===== src/rtl/ext_pkg.sv =====
// Shared definitions for the immediate-extension unit: mode encodings and mode type.
package ext_pkg;

  typedef logic [1:0] ext_mode_t;

  localparam ext_mode_t EXT_ZERO  = 2'b00;
  localparam ext_mode_t EXT_SIGN  = 2'b01;
  localparam ext_mode_t EXT_UPPER = 2'b10;
  localparam ext_mode_t EXT_BYTE  = 2'b11;

endpackage


===== src/rtl/ext_core.sv =====
// Combinational immediate extension: widens an IN_W field to OUT_W according to mode,
// with an enable gate that forces the result to zero.
module ext_core
  import ext_pkg::*;
#(
  parameter int IN_W  = 16,
  parameter int OUT_W = 32
) (
  input  logic [IN_W-1:0]  data,
  input  ext_mode_t        mode,
  input  logic             enable,
  output logic [OUT_W-1:0] result
);

  logic signed [IN_W-1:0] data_s;
  logic signed [7:0]      byte_s;

  assign data_s = $signed(data);
  assign byte_s = $signed(data[7:0]);

  always_comb begin
    result = '0;
    if (enable) begin
      unique case (mode)
        EXT_ZERO:  result = OUT_W'(data);
        EXT_SIGN:  result = OUT_W'(data_s);
        // With OUT_W == IN_W the shift is zero and the field passes through unchanged
        EXT_UPPER: result = OUT_W'(data) << (OUT_W - IN_W);
        EXT_BYTE:  result = OUT_W'(byte_s);
        default:   result = '0;
      endcase
    end
  end

endmodule


===== src/rtl/ext_unit_pipe.sv =====
// Immediate-extension unit with valid/ready handshake and a 2-entry output buffer.
// in_ready depends only on occupancy, so there is no combinational out_ready->in_ready path.
module ext_unit_pipe
  import ext_pkg::*;
#(
  parameter int IN_W  = 16,
  parameter int OUT_W = 32,
  parameter int DEPTH = 2
) (
  input  logic             clk,
  input  logic             rst,
  input  logic             in_valid,
  output logic             in_ready,
  input  logic [IN_W-1:0]  in_data,
  input  logic [1:0]       in_mode,
  input  logic             in_enable,
  output logic             out_valid,
  input  logic             out_ready,
  output logic [OUT_W-1:0] out_data,
  output logic [1:0]       out_count
);

  logic [OUT_W-1:0] mem [DEPTH];
  logic             head;
  logic             tail;
  logic [1:0]       count;
  logic [OUT_W-1:0] ext_res;
  logic [OUT_W-1:0] out_q;
  logic [OUT_W-1:0] out_next;
  logic             push;
  logic             pop;

  ext_core #(
    .IN_W  (IN_W),
    .OUT_W (OUT_W)
  ) u_core (
    .data   (in_data),
    .mode   (in_mode),
    .enable (in_enable),
    .result (ext_res)
  );

  assign in_ready  = (count != 2'd2) && !rst;
  assign out_valid = (count != 2'd0);
  assign push      = in_valid && in_ready;
  assign pop       = out_valid && out_ready;
  assign out_data  = out_q;
  assign out_count = count;

  // Head value for the next cycle; a fresh result bypasses storage when it becomes the head
  always_comb begin
    out_next = out_q;
    if (pop) begin
      if (count == 2'd2)
        out_next = mem[~head];
      else if (push)
        out_next = ext_res;
    end else if (count == 2'd0 && push) begin
      out_next = ext_res;
    end
  end

  always_ff @(posedge clk) begin
    if (rst) begin
      for (int i = 0; i < DEPTH; i++) mem[i] <= '0;
      head  <= 1'b0;
      tail  <= 1'b0;
      count <= 2'd0;
      out_q <= '0;
    end else begin
      if (push) begin
        mem[tail] <= ext_res;
        tail      <= ~tail;
      end
      if (pop) head <= ~head;
      unique case ({push, pop})
        2'b10:   count <= count + 2'd1;
        2'b01:   count <= count - 2'd1;
        default: count <= count;
      endcase
      out_q <= out_next;
    end
  end

endmodule


===== config.mk =====
export PLATFORM = sky130hd
export DESIGN_NAME = ext_unit_pipe
export DESIGN_NICKNAME = d
export VERILOG_FILES = /design/src/rtl/ext_pkg.sv /design/src/rtl/ext_core.sv /design/src/rtl/ext_unit_pipe.sv
export SDC_FILE = /design/constraint.sdc
export NUM_CORES = 1
export LEC_CHECK = 0
export BUFFER_PORTS_ARGS = -buffer_cell sky130_fd_sc_hd__buf_2
export CAP_MARGIN = 20
export CORE_ASPECT_RATIO = 2
export CORE_MARGIN = 2
export CORE_UTILIZATION = 57
export CTS_CLUSTER_DIAMETER = 40
export DETAILED_ROUTE_END_ITERATION = 6
export PLACE_DENSITY = 0.79
export SLEW_MARGIN = 20
export SYNTH_ARGS = -nofsm -noshare
export SYNTH_HDL_FRONTEND = slang
export SYNTH_SLANG_ARGS = --single-unit

===== constraint.sdc =====
create_clock -name clk -period 4.04 [get_ports clk]
set_input_delay 0.404 -clock clk [delete_from_list [all_inputs] [get_ports clk]]
set_output_delay 0.404 -clock clk [all_outputs]
set_load 0.005 [all_outputs]

==> flow_summary.json <==
{
  "run_status": "finished, final reports clean",
  "slew_viol_final": 0,
  "cp-endpoint": "out_data[31]$_SDFFE_PP0P_",
  "synthAdderAreaFrac": 0.002686,
  "min-delay-start": "in_data[2]",
  "dp.final_hpwl_mm": 7.179,
  "drtIter0Drc": 205,
  "clock_latency_of_the_later_clocked_register_in_the_worst_skew_pair_ps": 350,
  "post_synth.cell_area_avg_sq_um": 10.96,
  "layout_worst_path_cycle_share": 0.6914,
  "cts.path.max_buffers": 2,
  "synth_top_cells_by_count": "71 x sky130_fd_sc_hd__nor2_1, 64 x sky130_fd_sc_hd__edfxtp_1, 36 x sky130_fd_sc_hd__dfxtp_1, 32 x sky130_fd_sc_hd__mux2i_1, 28 x sky130_fd_sc_hd__clkbuf_1",
  "viasPerCell": 5.961,
  "vdd_drop_max_mv": 0.2771,
  "setup_tns_ps": 0,
  "synth_most_common_cell": "sky130_fd_sc_hd__nor2_1",
  "post_cts_hold_buffer_count": 0,
  "cts_tree": "yes",
  "fmax_mhz": 358.0,
  "post_synth_and_or_nand_nor_area_fraction": 0.1614,
  "synth_fp_nets": 449,
  "cts_resized": 0,
  "yosys.area.top_type": "sky130_fd_sc_hd__edfxtp_1",
  "slew_headroom": 0.2627,
  "leakagePower_nw": 1.978,
  "netlist.area_leader.share": 0.4126,
  "routed_wire_length_per_instance_um": 18.57,
  "initial_utilization": 0.5865,
  "grtUsageTotal": 0.2535,
  "timing.critical_path.from": "out_count[0]$_SDFFE_PP0P_",
  "grt_setup_unrepaired": "false",
  "h-tree-depth": 3,
  "area_delta_synth_final_pct": 13.64,
  "powerDensity_nw_per_um2": 531.0,
  "wire_length_of_the_first_global_routing_pass_mm": 16.91,
  "synth_enable_flop_cells": 64,
  "placed_area_sq_um": 4964,
  "core_sq_um": 7943,
  "clk_transition_reported_paths_ps": 60,
  "finClkSkew_ps": 3.747,
  "hold_path_class": "in -> reg",
  "via_count": 3380,
  "globalplace.congestion": 0.8130,
  "yosys_register_bits": 100,
  "worstSetupEndpointType": "register",
  "post_route_minimum_period_ps": 2793,
  "tritoncts_sink_count": 100,
  "synthesized_area_fraction_occupied_by_xor_and_xnor_cells": 0.007521,
  "cts.repair_timing.setup_buffer_count": 0,
  "post-route-cell-area_sq_um": 5294,
  "floorplan.io_pins": 59,
  "cts_root_buffer": "sky130_fd_sc_hd__clkbuf_16",
  "die_width_um": 67.93,
  "final_net_count": 490,
  "core.rowCount": 46,
  "synthFlopType": "sky130_fd_sc_hd__edfxtp_1",
  "worstPathMaxFanout": 17,
  "cp_data_required_time_ps": 4330,
  "die_height_um": 131.8,
  "grt_max_degree": 42,
  "syn_area_sq_um": 4658,
  "synthDistinctLibCells": 38,
  "synth_top_family_by_area": "simple AND/OR/NAND/NOR gates",
  "asyncSetResetFlopFracSynth": 0,
  "tritoncts.num_buffers": 9,
  "port-buffer-count": 58,
  "critical_path_class": "reg -> reg",
  "grt-ovfl-total": 0,
  "crit_arrival_ps": 3080,
  "insertedDiodeCount": 0,
  "synth_area_leaders": "sky130_fd_sc_hd__edfxtp_1 41%, sky130_fd_sc_hd__dfxtp_1 15%, sky130_fd_sc_hd__mux2i_1 6.9%, sky130_fd_sc_hd__nor2_1 5.7%, sky130_fd_sc_hd__and2_1 2.4%",
  "number_of_global_route_vias_before_repair": 3392,
  "timing.max_cap.violations": 0,
  "rr_endpoint": "out_data[31]$_SDFFE_PP0P_",
  "r2r-start": "out_count[0]$_SDFFE_PP0P_",
  "r2r_setup_slk_ps": 1250,
  "yosysWarningCount": 0,
  "critPathLaunchType": "register",
  "synth-compound-area-share": 0.1324,
  "drt_pre_antenna_iters": 4,
  "drtAntennaViolNets": 0,
  "synth.area.mux_share": 0.09294,
  "worst_r2r_path_depth": 8,
  "drive_above_1_share": 0.2229,
  "antenna_found_initial": 0,
  "setup_violations": 0,
  "hold_violations": 0,
  "syn_inst": 425,
  "synth_seq_area_share": 0.5673,
  "worstMarginPinSlew_ps": 1106,
  "drcViolationCount": 0,
  "routed_wirelength_mm": 10.53,
  "die_area_sq_um": 8956
}
registers in the layout, indices dropped and copies added (netlist names):
signal     count
head           1
mem           64
out_count      2
out_data      32
tail           1
worst min path at each step:
stage,endpoint,slack (ps),cells past startpoint
after floorplan,out_data[0]$_SDFFE_PP0P_,450,2
after global placement,out_data[6]$_SDFFE_PP0P_,440,2
after detailed placement,out_data[1]$_SDFFE_PP0P_,440,2
after CTS,mem[1][2]$_SDFFCE_PN0P_,420,3
after global routing,mem[0][0]$_SDFFCE_PN0P_,440,3
final,mem[0][2]$_SDFFCE_PN0P_,430,3
final cells by class:
cell class                 count  area, sq um
timing repair buffer          65        342.8
clock inverter                 4        51.30
fill                         618         2649
tap                           96        120.1
multi-input combinational    288         1849
inverter                       2        7.507
sequential                   100         2644
clock buffer                  12        279.0
routing by layer:
layer,vias up,share of wire,track usage
met3,29,0.046,0.03928
met2,118,0.56,0.4461
met5,-,0,0
met4,0,0.030,0.1178
met1,1626,0.37,0.2862
li1,1607,-,-
critical path, stage by stage (launching register included):
cell and delay [ps]:
sky130_fd_sc_hd__dfxtp_1 490, sky130_fd_sc_hd__nor2b_1 120, sky130_fd_sc_hd__nor3b_2 360, sky130_fd_sc_hd__inv_1 90, sky130_fd_sc_hd__ha_1 260, sky130_fd_sc_hd__nand3b_1 200
sky130_fd_sc_hd__o211a_1 350, sky130_fd_sc_hd__nor3_4 610, sky130_fd_sc_hd__a32o_1 250
cells in the final DEF, fill, tap and decap left out, types with 2 or more instances in the layout:
master                       n
sky130_fd_sc_hd__a211o_1     8
sky130_fd_sc_hd__a21oi_1    16
sky130_fd_sc_hd__a22o_1      4
sky130_fd_sc_hd__a22o_2     10
sky130_fd_sc_hd__a22oi_1    14
sky130_fd_sc_hd__a31oi_1    10
sky130_fd_sc_hd__and2_1     18
sky130_fd_sc_hd__and3b_1     2
sky130_fd_sc_hd__buf_2      58
sky130_fd_sc_hd__buf_4       7
sky130_fd_sc_hd__clkbuf_16  11
sky130_fd_sc_hd__dfxtp_1    35
sky130_fd_sc_hd__edfxtp_1   64
sky130_fd_sc_hd__inv_1       2
sky130_fd_sc_hd__mux2_2     10
sky130_fd_sc_hd__mux2i_1    32
sky130_fd_sc_hd__nand2_1    19
sky130_fd_sc_hd__nand2b_1   14
sky130_fd_sc_hd__nand3_1     2
sky130_fd_sc_hd__nand3b_1    3
sky130_fd_sc_hd__nor2_1     71
sky130_fd_sc_hd__nor2b_1    16
sky130_fd_sc_hd__o21ai_0    16
sky130_fd_sc_hd__o22ai_1     9
sky130_fd_sc_hd__xnor2_1     3
logic make-up (layout without fill, tap and decap cells):
group | Yosys count | in the layout
mux | 42 | 42
compound gates | 90 | 90
xor+xnor | 4 | 4
simple gates | 151 | 151
buf+inv | 37 | 83
fa+ha+maj | 1 | 1
flops | 100 | 100
power by group:
part           internal [mW]  switching [mW]
registers               1.20           0.116
logic                  0.262           0.312
clock network          0.556           0.367
total                   2.02           0.795
through the flow:
stage          utilization  setup WS [ps]  hold slack [ps]  power (mW)  std cells
5_1_grt             0.6665          989.3            441.0       2.922        567
6_report            0.6665           1247            430.1       2.811        567
2_1_floorplan            -           1664            448.2       1.732        425
4_1_cts             0.6665           1244            416.8       2.821        567
3_5_place_dp        0.6249           1141            443.8       1.903        551
3_3_place_gp        0.6249           1238            441.2       1.884        551
Power figures use the tool's default switching activity.
